File: src/rtl/multi_oscillator_pkg.sv
// Shared definitions for the oscillator family.
//   wave_e : 2-bit per-voice waveform mode (saw, square, triangle, silence)
package osc_pkg;

  typedef enum logic [1:0] {
    WAVE_SAW      = 2'd0,
    WAVE_SQUARE   = 2'd1,
    WAVE_TRIANGLE = 2'd2,
    WAVE_SILENCE  = 2'd3
  } wave_e;

endpackage

File: src/rtl/multi_oscillator_shaper.sv
// osc_shaper: purely combinational waveform shaper for one phase value.
//   acc_i    : accumulator phase (PHASE_WIDTH bits)
//   duty_i   : square high fraction, duty_i / 2^DUTY_WIDTH
//   mode_i   : waveform select
//   sample_o : two's-complement signed sample (SAMPLE_SIZE bits)
module osc_shaper
  import osc_pkg::*;
#(
  parameter int unsigned SAMPLE_SIZE = 16,
  parameter int unsigned PHASE_WIDTH = 32,
  parameter int unsigned DUTY_WIDTH  = 8
) (
  input  logic [PHASE_WIDTH-1:0] acc_i,
  input  logic [DUTY_WIDTH-1:0]  duty_i,
  input  wave_e                  mode_i,
  output logic [SAMPLE_SIZE-1:0] sample_o
);

  logic [SAMPLE_SIZE-1:0] p;
  logic [SAMPLE_SIZE-1:0] q;
  logic [SAMPLE_SIZE-1:0] fold;
  logic [PHASE_WIDTH-1:0] thresh;
  logic                   m;

  always_comb begin
    p      = acc_i[PHASE_WIDTH-1 -: SAMPLE_SIZE];
    q      = acc_i[PHASE_WIDTH-2 -: SAMPLE_SIZE];
    m      = acc_i[PHASE_WIDTH-1];
    // second half of the cycle mirrors the first, giving the falling edge
    fold   = m ? ~q : q;
    thresh = {duty_i, {(PHASE_WIDTH-DUTY_WIDTH){1'b0}}};

    sample_o = '0;
    unique case (mode_i)
      WAVE_SAW:      sample_o = {~p[SAMPLE_SIZE-1], p[SAMPLE_SIZE-2:0]};
      WAVE_SQUARE:   sample_o = (acc_i < thresh)
                                ? {1'b0, {(SAMPLE_SIZE-1){1'b1}}}
                                : {1'b1, {(SAMPLE_SIZE-1){1'b0}}};
      WAVE_TRIANGLE: sample_o = {~fold[SAMPLE_SIZE-1], fold[SAMPLE_SIZE-2:0]};
      WAVE_SILENCE:  sample_o = '0;
      default:       sample_o = '0;
    endcase
  end

endmodule

File: src/rtl/multi_oscillator.sv
// multi_oscillator: time-multiplexed bank of NUM_VOICES phase-accumulator
// oscillators sharing one AXI-Stream-style sample output. Voices are emitted
// round-robin, one per accepted beat.
//   clk, reset_n  : clock, synchronous active-low reset
//   divisor       : per-voice phase increment, voice v in slice v
//   duty          : per-voice square duty
//   waveform      : per-voice mode (0 saw, 1 square, 2 triangle, 3 silence)
//   phase_reset   : per-voice request to zero that voice's accumulator
//   tvalid/tdata/tuser/tlast/tready : sample stream, tuser = voice index
module multi_oscillator
  import osc_pkg::*;
#(
  parameter int unsigned SAMPLE_SIZE = 16,
  parameter int unsigned NUM_VOICES  = 4,
  parameter int unsigned PHASE_WIDTH = 32,
  parameter int unsigned DUTY_WIDTH  = 8,
  localparam int unsigned VIDX_W     = $clog2(NUM_VOICES)
) (
  input  logic                              clk,
  input  logic                              reset_n,
  input  logic [NUM_VOICES*PHASE_WIDTH-1:0] divisor,
  input  logic [NUM_VOICES*DUTY_WIDTH-1:0]  duty,
  input  logic [NUM_VOICES*2-1:0]           waveform,
  input  logic [NUM_VOICES-1:0]             phase_reset,
  output logic                              tvalid,
  output logic [SAMPLE_SIZE-1:0]            tdata,
  output logic [VIDX_W-1:0]                 tuser,
  output logic                              tlast,
  input  logic                              tready
);

  localparam logic [VIDX_W-1:0] LAST_IDX = VIDX_W'(NUM_VOICES - 1);

  logic [PHASE_WIDTH-1:0] div_a  [NUM_VOICES];
  logic [DUTY_WIDTH-1:0]  duty_a [NUM_VOICES];
  wave_e                  mode_a [NUM_VOICES];

  logic [PHASE_WIDTH-1:0] acc_q [NUM_VOICES];
  logic [PHASE_WIDTH-1:0] acc_d [NUM_VOICES];
  logic [VIDX_W-1:0]      idx_q, idx_d;
  logic                   tvalid_q, tvalid_d;
  logic [SAMPLE_SIZE-1:0] tdata_q, tdata_d;
  logic [VIDX_W-1:0]      tuser_q, tuser_d;
  logic                   tlast_q, tlast_d;

  logic                   load;
  logic [SAMPLE_SIZE-1:0] shaped;

  always_comb begin
    for (int unsigned v = 0; v < NUM_VOICES; v++) begin
      div_a[v]  = divisor[v*PHASE_WIDTH +: PHASE_WIDTH];
      duty_a[v] = duty[v*DUTY_WIDTH +: DUTY_WIDTH];
      mode_a[v] = wave_e'(waveform[v*2 +: 2]);
    end
  end

  osc_shaper #(
    .SAMPLE_SIZE (SAMPLE_SIZE),
    .PHASE_WIDTH (PHASE_WIDTH),
    .DUTY_WIDTH  (DUTY_WIDTH)
  ) u_shaper (
    .acc_i    (acc_q[idx_q]),
    .duty_i   (duty_a[idx_q]),
    .mode_i   (mode_a[idx_q]),
    .sample_o (shaped)
  );

  // The output register is either empty or being drained this cycle.
  assign load = !tvalid_q || tready;

  always_comb begin
    idx_d    = idx_q;
    tvalid_d = tvalid_q;
    tdata_d  = tdata_q;
    tuser_d  = tuser_q;
    tlast_d  = tlast_q;
    if (load) begin
      tvalid_d = 1'b1;
      tdata_d  = shaped;
      tuser_d  = idx_q;
      tlast_d  = (idx_q == LAST_IDX);
      idx_d    = (idx_q == LAST_IDX) ? '0 : idx_q + 1'b1;
    end
  end

  // phase_reset wins over the increment; the emitted sample already
  // captured the pre-reset phase through the shaper.
  always_comb begin
    for (int unsigned v = 0; v < NUM_VOICES; v++) begin
      acc_d[v] = acc_q[v];
      if (load && (idx_q == VIDX_W'(v))) begin
        acc_d[v] = acc_q[v] + div_a[v];
      end
      if (phase_reset[v]) begin
        acc_d[v] = '0;
      end
    end
  end

  always_ff @(posedge clk) begin
    if (!reset_n) begin
      for (int unsigned v = 0; v < NUM_VOICES; v++) begin
        acc_q[v] <= '0;
      end
      idx_q    <= '0;
      tvalid_q <= 1'b0;
      tdata_q  <= '0;
      tuser_q  <= '0;
      tlast_q  <= 1'b0;
    end else begin
      for (int unsigned v = 0; v < NUM_VOICES; v++) begin
        acc_q[v] <= acc_d[v];
      end
      idx_q    <= idx_d;
      tvalid_q <= tvalid_d;
      tdata_q  <= tdata_d;
      tuser_q  <= tuser_d;
      tlast_q  <= tlast_d;
    end
  end

  assign tvalid = tvalid_q;
  assign tdata  = tdata_q;
  assign tuser  = tuser_q;
  assign tlast  = tlast_q;

endmodule

File: config.mk
export PLATFORM = sky130hd
export DESIGN_NAME = multi_oscillator
export DESIGN_NICKNAME = d
export VERILOG_FILES = /design/src/rtl/multi_oscillator_pkg.sv /design/src/rtl/multi_oscillator_shaper.sv /design/src/rtl/multi_oscillator.sv
export SDC_FILE = /design/constraint.sdc
export NUM_CORES = 1
export LEC_CHECK = 0
export CAP_MARGIN = 20
export CORE_AREA = 10 10 169 155
export CTS_BUF_LIST = sky130_fd_sc_hd__clkbuf_4 sky130_fd_sc_hd__clkbuf_8
export DETAILED_ROUTE_END_ITERATION = 8
export DIE_AREA = 0 0 179 165
export GPL_ROUTABILITY_DRIVEN = 0
export MAX_ROUTING_LAYER = met4
export PLACE_DENSITY = 0.83
export SYNTH_ARGS = -nofsm -noshare
export SYNTH_HDL_FRONTEND = slang
export SYNTH_SLANG_ARGS = --single-unit
export TNS_END_PERCENT = 100
File: constraint.sdc
create_clock -name clk -period 3.8 [get_ports clk]
set_clock_uncertainty 0.05 [all_clocks]
set_input_delay 0.95 -clock clk [delete_from_list [all_inputs] [get_ports clk]]
set_output_delay 0.95 -clock clk [all_outputs]
set_load 0.01 [all_outputs]
==> results_dict.tcl, run 1 <==
set metrics [dict create \
    drv_slew 0 \
    num_vias 13110 \
    cts_resized 0 \
    max_freq_mhz 274.6 \
    setup_viol 0 \
    path_cells "clkdlybuf4s50_1 -> ha_1 -> fa_1 -> a211oi_1 -> nor2_1 -> o221ai_1 -> o221ai_2 -> buf_4 -> a221oi_1 -> o31a_1 -> o31ai_1 -> and3_1 -> nor3_1" \
    cp-start-kind "input port" \
    num_rows 52 \
    rsz0062_at_grt "no" \
    ys_seq_elements 152 \
    ir_drop_v 0.0001988 \
    grt_pass1_vias 12460 \
    grt_usage 0.2638 \
    insertion_delay_ps 480 \
    die_area_sq_um 29540 \
    cp_data_required_time_ps 4140 \
    syn_area_sq_um 12690 \
    drt_iter0_drc 1221 \
    swShare 0.3304 \
    worst_pin_slew_ps 749.6 \
    postRouteWirelength_um 39390 \
    start_util 0.5652 \
    synthToLayoutAreaGrowth_pct 24.64 \
    ant_nets 0 \
    yosysSeqAreaShare 0.2398 \
    num-nets-final 2113 \
    holdBufCountCts 0 \
    core_area_sq_um 22450 \
    p_comb_frac 0.311 \
    p_switching_mw 1.461 \
    drt-pass1-iter-count 6 \
    p_seq_frac 0.392 \
    fin_crit_ps 3642 \
    io_pins 195 \
    path_class "input port to flop" \
    synth_top_area_cell "dfxtp_1" \
    antenna_found_initial 1 \
    synth_edf_count 0 \
    slowest_stage "clkdlybuf4s50_1" \
    p_int_mw 2.959 \
    cts_root_buffer "clkbuf_8" \
    avgViaCountPerCell 6.215 \
    die_x_um 179 \
    yosysMostFrequentCell "nand2_1" \
    grt_start_max_net_pins 40 \
    cp_top_family "compound AO/OA/AOI/OAI gates" \
    place_hpwl_um 31190 \
    grt_overflow 0 \
    io_buffers 194 \
    fin_crit_sh 0.9583 \
    syn-num-nets 1881 \
    yosys.cell_types.count 81 \
    grt_pass1_wl_um 62150 \
    synth.area.top_cells "dfxtp_1 (24%), ha_1 (13%), a21oi_1 (6.2%)" \
    yosys_warnings 0 \
    numCtsBuffers 17 \
    final_core_util 0.7045 \
    max-slew-margin-rel 0.5003 \
    hold_path.class "flop to flop" \
    post_route_cells_drive_above_1_share 0.1049 \
    netlist.area_leader.share 0.2398 \
    arrival_ps 3990 \
    run_status "finished, final reports clean" \
    die-height_um 165 \
    syn_area_per_cell_sq_um 8.096 \
    synth_commonest_cells "nand2_1 (181), a21oi_1 (157), dfxtp_1 (152)" \
    cts_tree "done" \
    htree_levels 4 \
    p_leak_nw 6.661 \
    finalHoldViolCount 0 \
    clk_pin_slew_ps 80 \
    critical_path_buf_inv_count 2 \
    clockPowerShare 0.297 \
    synthFlopType "dfxtp_1" \
    p_per_area_nw_per_um2 279.5 \
    tns_ps 0 \
    cp_max_fo 3 \
    wire_per_inst_um 18.68 \
    maxCapViolCount 0 \
    max_stage_delay_ps 400 \
    clockBufferDepth 2 \
    postCtsSetupRepairBufs 0 \
    synthCells 1567 \
    end_kind "flop" \
    cts.sinks 152 \
    async_flop_share 0 \
    drc_errors 0 \
]
[cell type report]
type	instances	area (sq um)
Clock inverter	11	122.6
Sequential cell	152	3043
Multi-Input combinational cell	1306	9206
Fill cell	1779	6633
Antenna cell	1	2.502
Clock buffer	20	275.3
Tap cell	297	371.6
Inverter	36	135.1
Timing Repair Buffer	286	2658
[through the flow]
stage	cells	hold WS [ps]	cell area, sq um	setup slack [ps]	power [mW]
after floorplan	1567	385.6	12690	322.3	2.594
after global placement	2077	392.3	15410	-193.0	3.074
after detailed placement	2077	401.1	15410	-264.7	3.113
after CTS	2108	411.9	15810	207.9	4.402
after global routing	2109	431.9	15810	31.41	4.613
final	2109	410.5	15810	158.5	4.420
[worst register-to-register path, stage by stage (launching register included)]
cell	delay [ps]
dfxtp_1	320
ha_1	210
fa_1	400
a211oi_1	240
nor2_1	90
o221ai_1	310
o221ai_2	210
buf_4	180
a221oi_1	320
o31a_1	200
o31ai_1	90
and3_1	200
nor3_1	160
[path summary, 6_finish.rpt]
path                             startpoint                        end  slack (ps)  depth (start not counted)
setup / recovery                divisor[32]  acc_q[1][24]$_SDFFE_PP0P_         160                         13
hold / removal    acc_q[1][13]$_SDFFE_PP0P_  acc_q[1][13]$_SDFFE_PP0P_         410                          2
setup reg to reg   acc_q[1][0]$_SDFFE_PP0P_  acc_q[1][24]$_SDFFE_PP0P_         740                         12
hold reg to reg   acc_q[1][13]$_SDFFE_PP0P_  acc_q[1][13]$_SDFFE_PP0P_         410                          2
[placed cells by master (no fill, tap or decap), types with 7 or more instances in the layout]
cell / netlist / final
clkdlybuf4s50_1: 0 / 194
nand2_1: 181 / 181
a21oi_1: 157 / 157
dfxtp_1: 152 / 152
ha_1: 135 / 135
nor2_1: 117 / 117
buf_4: 0 / 90
o21ai_0: 73 / 73
a21o_1: 64 / 64
xnor2_1: 61 / 61
nand3_1: 61 / 61
a211oi_1: 44 / 44
nor3_1: 41 / 41
inv_1: 36 / 36
xor2_1: 34 / 34
mux4_2: 27 / 27
o21a_1: 22 / 22
nand4_1: 21 / 21
clkbuf_8: 0 / 20
nor2b_1: 18 / 18
nand2b_1: 17 / 17
o21ai_1: 17 / 17
a31oi_1: 16 / 16
o221a_1: 13 / 13
and3_1: 12 / 12
o21bai_1: 11 / 11
and2_1: 11 / 11
or3_1: 10 / 10
o211ai_1: 9 / 9
and4_1: 8 / 8
nor4_1: 8 / 8
o31ai_1: 7 / 7
[power by group through the flow]
stage / Sequential (mW) / Clock, mW / Combinational, mW
6_report: 1.73 / 1.31 / 1.37
5_1_grt: 1.74 / 1.38 / 1.49
4_1_cts: 1.73 / 1.32 / 1.36
3_5_place_dp: 1.77 / 0 / 1.34
3_3_place_gp: 1.76 / 0 / 1.31
2_1_floorplan: 1.75 / 0 / 0.847
[flip-flops by register name (all words and copies together), names as in the netlist, named ones only]
name and cells:
idx_q 2, tlast 1, tdata 16, tvalid 1, acc_q 128, tuser 2
[routing by layer]
layer | vias to the layer above | track usage | routed length [um]
met5 | - | - | 0
met4 | 0 | 0.07247 | 1074
li1 | 6304 | - | -
met1 | 6089 | 0.3368 | 16570
met3 | 86 | 0.04726 | 3595
met2 | 628 | 0.4212 | 18140
[cell families (layout without fill, tap and decap cells)]
logic type	Yosys count	count (layout)	share of synthesized area
AND/OR/NAND/NOR	522	522	0.1916
XOR/XNOR	95	95	0.06558
adder cells (fa/ha/maj)	139	139	0.1394
multiplexers	30	30	0.05030
buffers and inverters	109	353	0.03452
flip-flops	152	152	0.2398
AO/OA/AOI/OAI	520	520	0.2787
other	0	1	0
(Power assumes the default switching activity.)
==> run 2: changes to the inputs <==
- CORE_AREA: 10 10 169 155 -> 10 10 172 158
- DIE_AREA: 0 0 179 165 -> 0 0 182 168
- PLACE_DENSITY: 0.83 -> 0.82
- SYNTH_HIERARCHICAL: default -> 1
==> run 2 against run 1 <==
  * Largest cell class unchanged
  * Synthesized cell count grew 2.4%
  * Power shrank 1.8%
  * Cell area grew 1.4%
  * Sequential share of layout area shrank 0.26 points
  * Critical path type unchanged
  * Worst hold slack lost 1.7 ps
  * Area after synthesis grew 0.88%
  * Via count shrank 2.8%
  * Flip-flop and latch count is the same
  * Non-clock buffer count grew 16
  * Wire length shrank 3.5%
==> results_dict.tcl, run 2 <==
set metrics [dict create \
    yosys_warnings 6 \
    max_freq_mhz 275.6 \
    die_area_sq_um 30580 \
    postRouteWirelength_um 38020 \
    cp-start-kind "input port" \
    syn_area_per_cell_sq_um 7.979 \
    ant_nets 0 \
    worst_pin_slew_ps 815.2 \
    cp_data_required_time_ps 4150 \
    wire_per_inst_um 17.51 \
    max-slew-margin-rel 0.4554 \
    final_core_util 0.6758 \
    drt_iter0_drc 1102 \
    hp-start "acc_q[0][13]$_SDFFE_PP0P_" \
    largest_reg_flops 128 \
    post_route_cells_drive_above_1_share 0.1177 \
    rsz0062_at_grt "no" \
    insertion_delay_ps 480 \
    clk_pin_slew_ps 90 \
    place_hpwl_um 30410 \
    hold_path.class "flop to flop" \
    maxCapViolCount 0 \
    htree_levels 4 \
    num_vias 12740 \
    p_per_area_nw_per_um2 270.9 \
    num-nets-final 2162 \
    p_switching_mw 1.519 \
    start_util 0.5397 \
    grt_start_max_net_pins 45 \
    cts.sinks 152 \
    grt_pass1_wl_um 62120 \
    die_x_um 182 \
    cts_tree "done" \
    r2r_cells 8 \
    p_seq_frac 0.400 \
    num_rows 54 \
    drc_errors 0 \
    layout_commonest_cell "nand2_1" \
    syn-num-nets 1918 \
    p_leak_nw 6.898 \
    clockBufferDepth 2 \
    postCtsSetupRepairBufs 0 \
    holdBufCountCts 0 \
    dpl_cell_area_sq_um 15650 \
    p_comb_frac 0.328 \
    syn_area_sq_um 12800 \
    synthCells 1604 \
    antenna_found_initial 2 \
    swShare 0.3498 \
    holdPathEnd "acc_q[0][13]$_SDFFE_PP0P_" \
    io_buffers 194 \
    rrSetupSlack_ps 640 \
    fin_total_pwr_mw 4.342 \
    fin_area_sq_um 16030 \
    grt_usage 0.2486 \
    fin_crit_ps 3628 \
    grt_pass1_vias 12690 \
    cts_root_buffer "clkbuf_8" \
    synthToLayoutAreaGrowth_pct 25.23 \
    fin_crit_sh 0.9549 \
    end_kind "flop" \
    ir_drop_v 0.0002509 \
    drt-pass1-iter-count 7 \
    tns_ps 0 \
    arrival_ps 3980 \
    run_status "finished, final reports clean" \
    path_class "input port to flop" \
    setup_viol 0 \
    nFillCells 1922 \
    avgViaCountPerCell 5.868 \
    top_register "acc_q" \
    core_area_sq_um 23720 \
    cp_max_fo 4 \
    grt_overflow 0 \
    p_int_mw 2.823 \
    r2r-end "tdata[13]$_SDFFE_PN0N_" \
    die-height_um 168 \
    drv_slew 0 \
    finalHoldViolCount 0 \
    worst_hold_slack_ps 408.8 \
    final_cell_mix "nand2_1 (276), clkdlybuf4s50_1 (194), a21oi_1 (189)" \
    clockPowerShare 0.273 \
    whs_path_depth 2 \
    numCtsBuffers 17 \
    io_pins 195 \
    critPathLaunch "divisor[32]" \
]
==> run 2: worst max-delay path: stages <==
cell and delay [ps]:
clkdlybuf4s50_1 430, ha_1 240, fa_1 410, a211oi_2 270, o21bai_1 120, a21oi_2 200
nor4_1 100, nor3_1 280, a31oi_1 210, a211oi_1 240, buf_4 160, o31ai_1 80
xnor2_1 140, o21ai_0 160
==> run 2: worst max path at each step <==
stage / to / slack, ps / cells after the start
after global placement: acc_q[1][26]$_SDFFE_PP0P_ / -200 / 14
after global routing: acc_q[1][26]$_SDFFE_PP0P_ / 50 / 14
after detailed placement: acc_q[1][30]$_SDFFE_PP0P_ / -360 / 14
final: acc_q[1][30]$_SDFFE_PP0P_ / 170 / 14
after CTS: acc_q[1][30]$_SDFFE_PP0P_ / 120 / 14
after floorplan: acc_q[1][28]$_SDFFE_PP0P_ / 190 / 12
==> run 2: area by class of cell <==
cell class                      instances  area, sq um  share of cell area
Tap cell                              308        385.4             0.02404
Sequential cell                       152         3043              0.1899
Timing Repair Buffer                  302         2778              0.1733
Multi-Input combinational cell       1334         9308              0.5807
Antenna cell                            2        5.005           0.0003123
Clock inverter                         15        121.4            0.007572
Clock buffer                           17        234.0             0.01460
Inverter                               41        153.9            0.009602
==> run 2: per-layer routing <==
| layer | routed length [um] | share of wire | global-route usage |
|---|---|---|---|
| met5 | 0 | 0 | - |
| met4 | 880 | 0.023 | 0.07388 |
| met3 | 2521 | 0.066 | 0.04351 |
| met2 | 18010 | 0.47 | 0.4111 |
| met1 | 16610 | 0.44 | 0.3046 |
==> run 2: through the flow <==
stage	setup slack [ps]	instances
CTS	124.2	2169
global route	46.52	2171
finish	171.5	2171
floorplan	190.0	1604
global placement	-203.1	2137
detailed placement	-355.3	2137
==> run 2: power by group through the flow <==
stage	sequential [mW]	combinational [mW]	clock, mW
finish	1.74	1.42	1.18
global route	1.74	1.56	1.27
CTS	1.73	1.41	1.21
detailed placement	1.77	1.40	0
global placement	1.77	1.36	0
floorplan	1.75	0.886	0
==> run 2: what timing repair did <==
item	4_1_cts	5_1_grt
hold endpoints to repair	0	0
endpoints found under the setup margin	0	7
resized for setup	0	3
==> run 3: changes to the inputs <==
- CORE_AREA: 10 10 172 158 -> 2 2 164 150
- DIE_AREA: 0 0 182 168 -> 0 0 166 152
==> run 3 against run 2 <==
  * Count of clock-buffer cells in the layout stayed put
  * Power up 1.7%
  * Worst setup slack worse by 7.5 ps
  * Die area decreased by 17%
  * Cell area barely moved
  * Fmax down 0.21%
  * Combinational power is essentially flat
  * Critical path type unchanged
==> results_dict.tcl, run 3 (synthesis gave the netlist of run 2 again) <==
set metrics [dict create \
    drc_errors 0 \
    grt_pass1_wl_um 60530 \
    multi_input_area_sq_um 9303 \
    die-height_um 152 \
    finalHoldViolCount 0 \
    ant_nets 0 \
    final-instance-count-excl-fill 2172 \
    p_int_mw 2.886 \
    io_pins 195 \
    end_kind "flop" \
    cp-start-kind "input port" \
    layout_commonest_cell "nand2_1" \
    r2r_cells 9 \
    final_cell_mix "nand2_1 (276), clkdlybuf4s50_1 (194), a21oi_1 (190)" \
    p_seq_frac 0.393 \
    whs_path_depth 2 \
    swShare 0.3465 \
    run_status "finished, final reports clean" \
    post_route_cells_drive_above_1_share 0.1186 \
    r2r-end "tdata[13]$_SDFFE_PN0N_" \
    tns_ps 0 \
    worstReg2RegStart "idx_q[0]$_SDFFE_PN0N_" \
    clockPowerShare 0.284 \
    final_core_util 0.6760 \
    grt_pass1_vias 12420 \
    die_x_um 166 \
    top_register "acc_q" \
    postRouteWirelength_um 37070 \
    cp_max_fo 4 \
    rrSetupSlack_ps 690 \
    numCtsBuffers 17 \
    dpl.cell_count 2139 \
    regArea_sq_um 3043 \
    path_cells "clkdlybuf4s50_1 -> ha_1 -> fa_1 -> a211oi_2 -> o21bai_1 -> a21oi_1 -> nor4_1 -> nor3_1 -> a31oi_1 -> a211oi_1 -> buf_4 -> o31ai_1 -> xnor2_1 -> o21ai_0" \
    p_switching_mw 1.531 \
    slowest_stage "fa_1" \
    p_comb_frac 0.323 \
    clockBufferDepth 2 \
    p_per_area_nw_per_um2 275.5 \
    largest_reg_flops 128 \
    htree_levels 4 \
    drt-pass1-iter-count 5 \
    insertion_delay_ps 480 \
    max_stage_delay_ps 420 \
    die_area_sq_um 25230 \
    avgViaCountPerCell 5.884 \
    grt_overflow 0 \
    p_leak_nw 6.907 \
    drt_iter0_drc 1106 \
    setup_viol 0 \
    crit_end "acc_q[1][30]$_SDFFE_PP0P_" \
    cts_root_buffer "clkbuf_8" \
    rsz0062_at_grt "no" \
    num_vias 12780 \
    num-nets-final 2164 \
    grt_start_max_net_pins 34 \
    io_buffers 194 \
    ir_drop_v 0.0001853 \
    synthToLayoutAreaGrowth_pct 25.26 \
    place_hpwl_um 29390 \
    drv_slew 0 \
    start_util 0.5397 \
    cts_tree "done" \
    max-slew-margin-rel 0.5338 \
    critPathLaunch "divisor[32]" \
    fin_crit_ps 3636 \
    hold_path.class "flop to flop" \
    cp_data_required_time_ps 4140 \
    cts.sinks 152 \
    worst_pin_slew_ps 698.4 \
    wire_per_inst_um 17.07 \
    path_class "input port to flop" \
    max_freq_mhz 275.0 \
    core_area_sq_um 23720 \
    antenna_found_initial 1 \
    clk_pin_slew_ps 90 \
    grt_usage 0.2987 \
    arrival_ps 3980 \
    num_rows 54 \
    maxCapViolCount 0 \
    fin_crit_sh 0.9568 \
    holdBufCountCts 0 \
    nFillCells 1961 \
]
## run 3: per-layer routing
metal | GRT usage | routed length [um] | up-vias
met3 | 0.05626 | 2542 | 82
met4 | 0.1077 | 1196 | 0
met5 | - | 0 | -
met2 | 0.4837 | 17260 | 475
li1 | - | - | 6310
met1 | 0.3731 | 16070 | 5914
## run 3: critical path, delay by kind of cell
family,cells,cell delay [ps]
fa+ha+maj,2,650
simple gates,2,340
xor+xnor,1,140
buf+inv,2,570
compound gates,7,1360
## run 3: what timing repair did
item	in CTS	in global routing
setup buffers	0	0
hold endpoints to repair	0	0
endpoints found under the setup margin	0	3
gates resized for setup	0	2
## run 3: cell type report
class / count / share of cell area
repair buffers: 304 / 0.1726
multi-input cells: 1334 / 0.5803
diodes: 1 / 0.0001561
flip-flops and latches: 152 / 0.1898
clock buffers: 17 / 0.01459
well taps: 308 / 0.02404
inverters: 41 / 0.009600
clock inverters: 15 / 0.008897
## run 3: per-stage QoR
step	hold WS, ps	cell area (sq um)	total power [mW]	setup slack [ps]
floorplan	385.6	12800	2.635	190.0
global placement	392.8	15640	3.124	-204.3
detailed placement	399.2	15640	3.171	-342.4
CTS	413.5	16020	4.412	142.3
global route	427.4	16030	4.639	0.5542
finish	410.6	16030	4.417	164.0
## run 3: worst min-delay path by stage
stage                                         start                         to  slack, ps
after CTS                 acc_q[0][11]$_SDFFE_PP0P_  acc_q[0][11]$_SDFFE_PP0P_        410
after global routing       acc_q[2][8]$_SDFFE_PP0P_   acc_q[2][8]$_SDFFE_PP0P_        430
after floorplan           acc_q[0][11]$_SDFFE_PP0P_  acc_q[0][11]$_SDFFE_PP0P_        390
after global placement    acc_q[0][14]$_SDFFE_PP0P_  acc_q[0][14]$_SDFFE_PP0P_        390
after detailed placement  acc_q[0][11]$_SDFFE_PP0P_  acc_q[0][11]$_SDFFE_PP0P_        400
final                      acc_q[2][6]$_SDFFE_PP0P_   acc_q[2][6]$_SDFFE_PP0P_        410
## run 3: power by group through the flow
stage | combinational [mW] | sequential, mW | clock, mW
finish | 1.43 | 1.74 | 1.25
detailed placement | 1.40 | 1.77 | 0
floorplan | 0.886 | 1.75 | 0
global placement | 1.36 | 1.77 | 0
global route | 1.56 | 1.75 | 1.34
CTS | 1.41 | 1.74 | 1.27
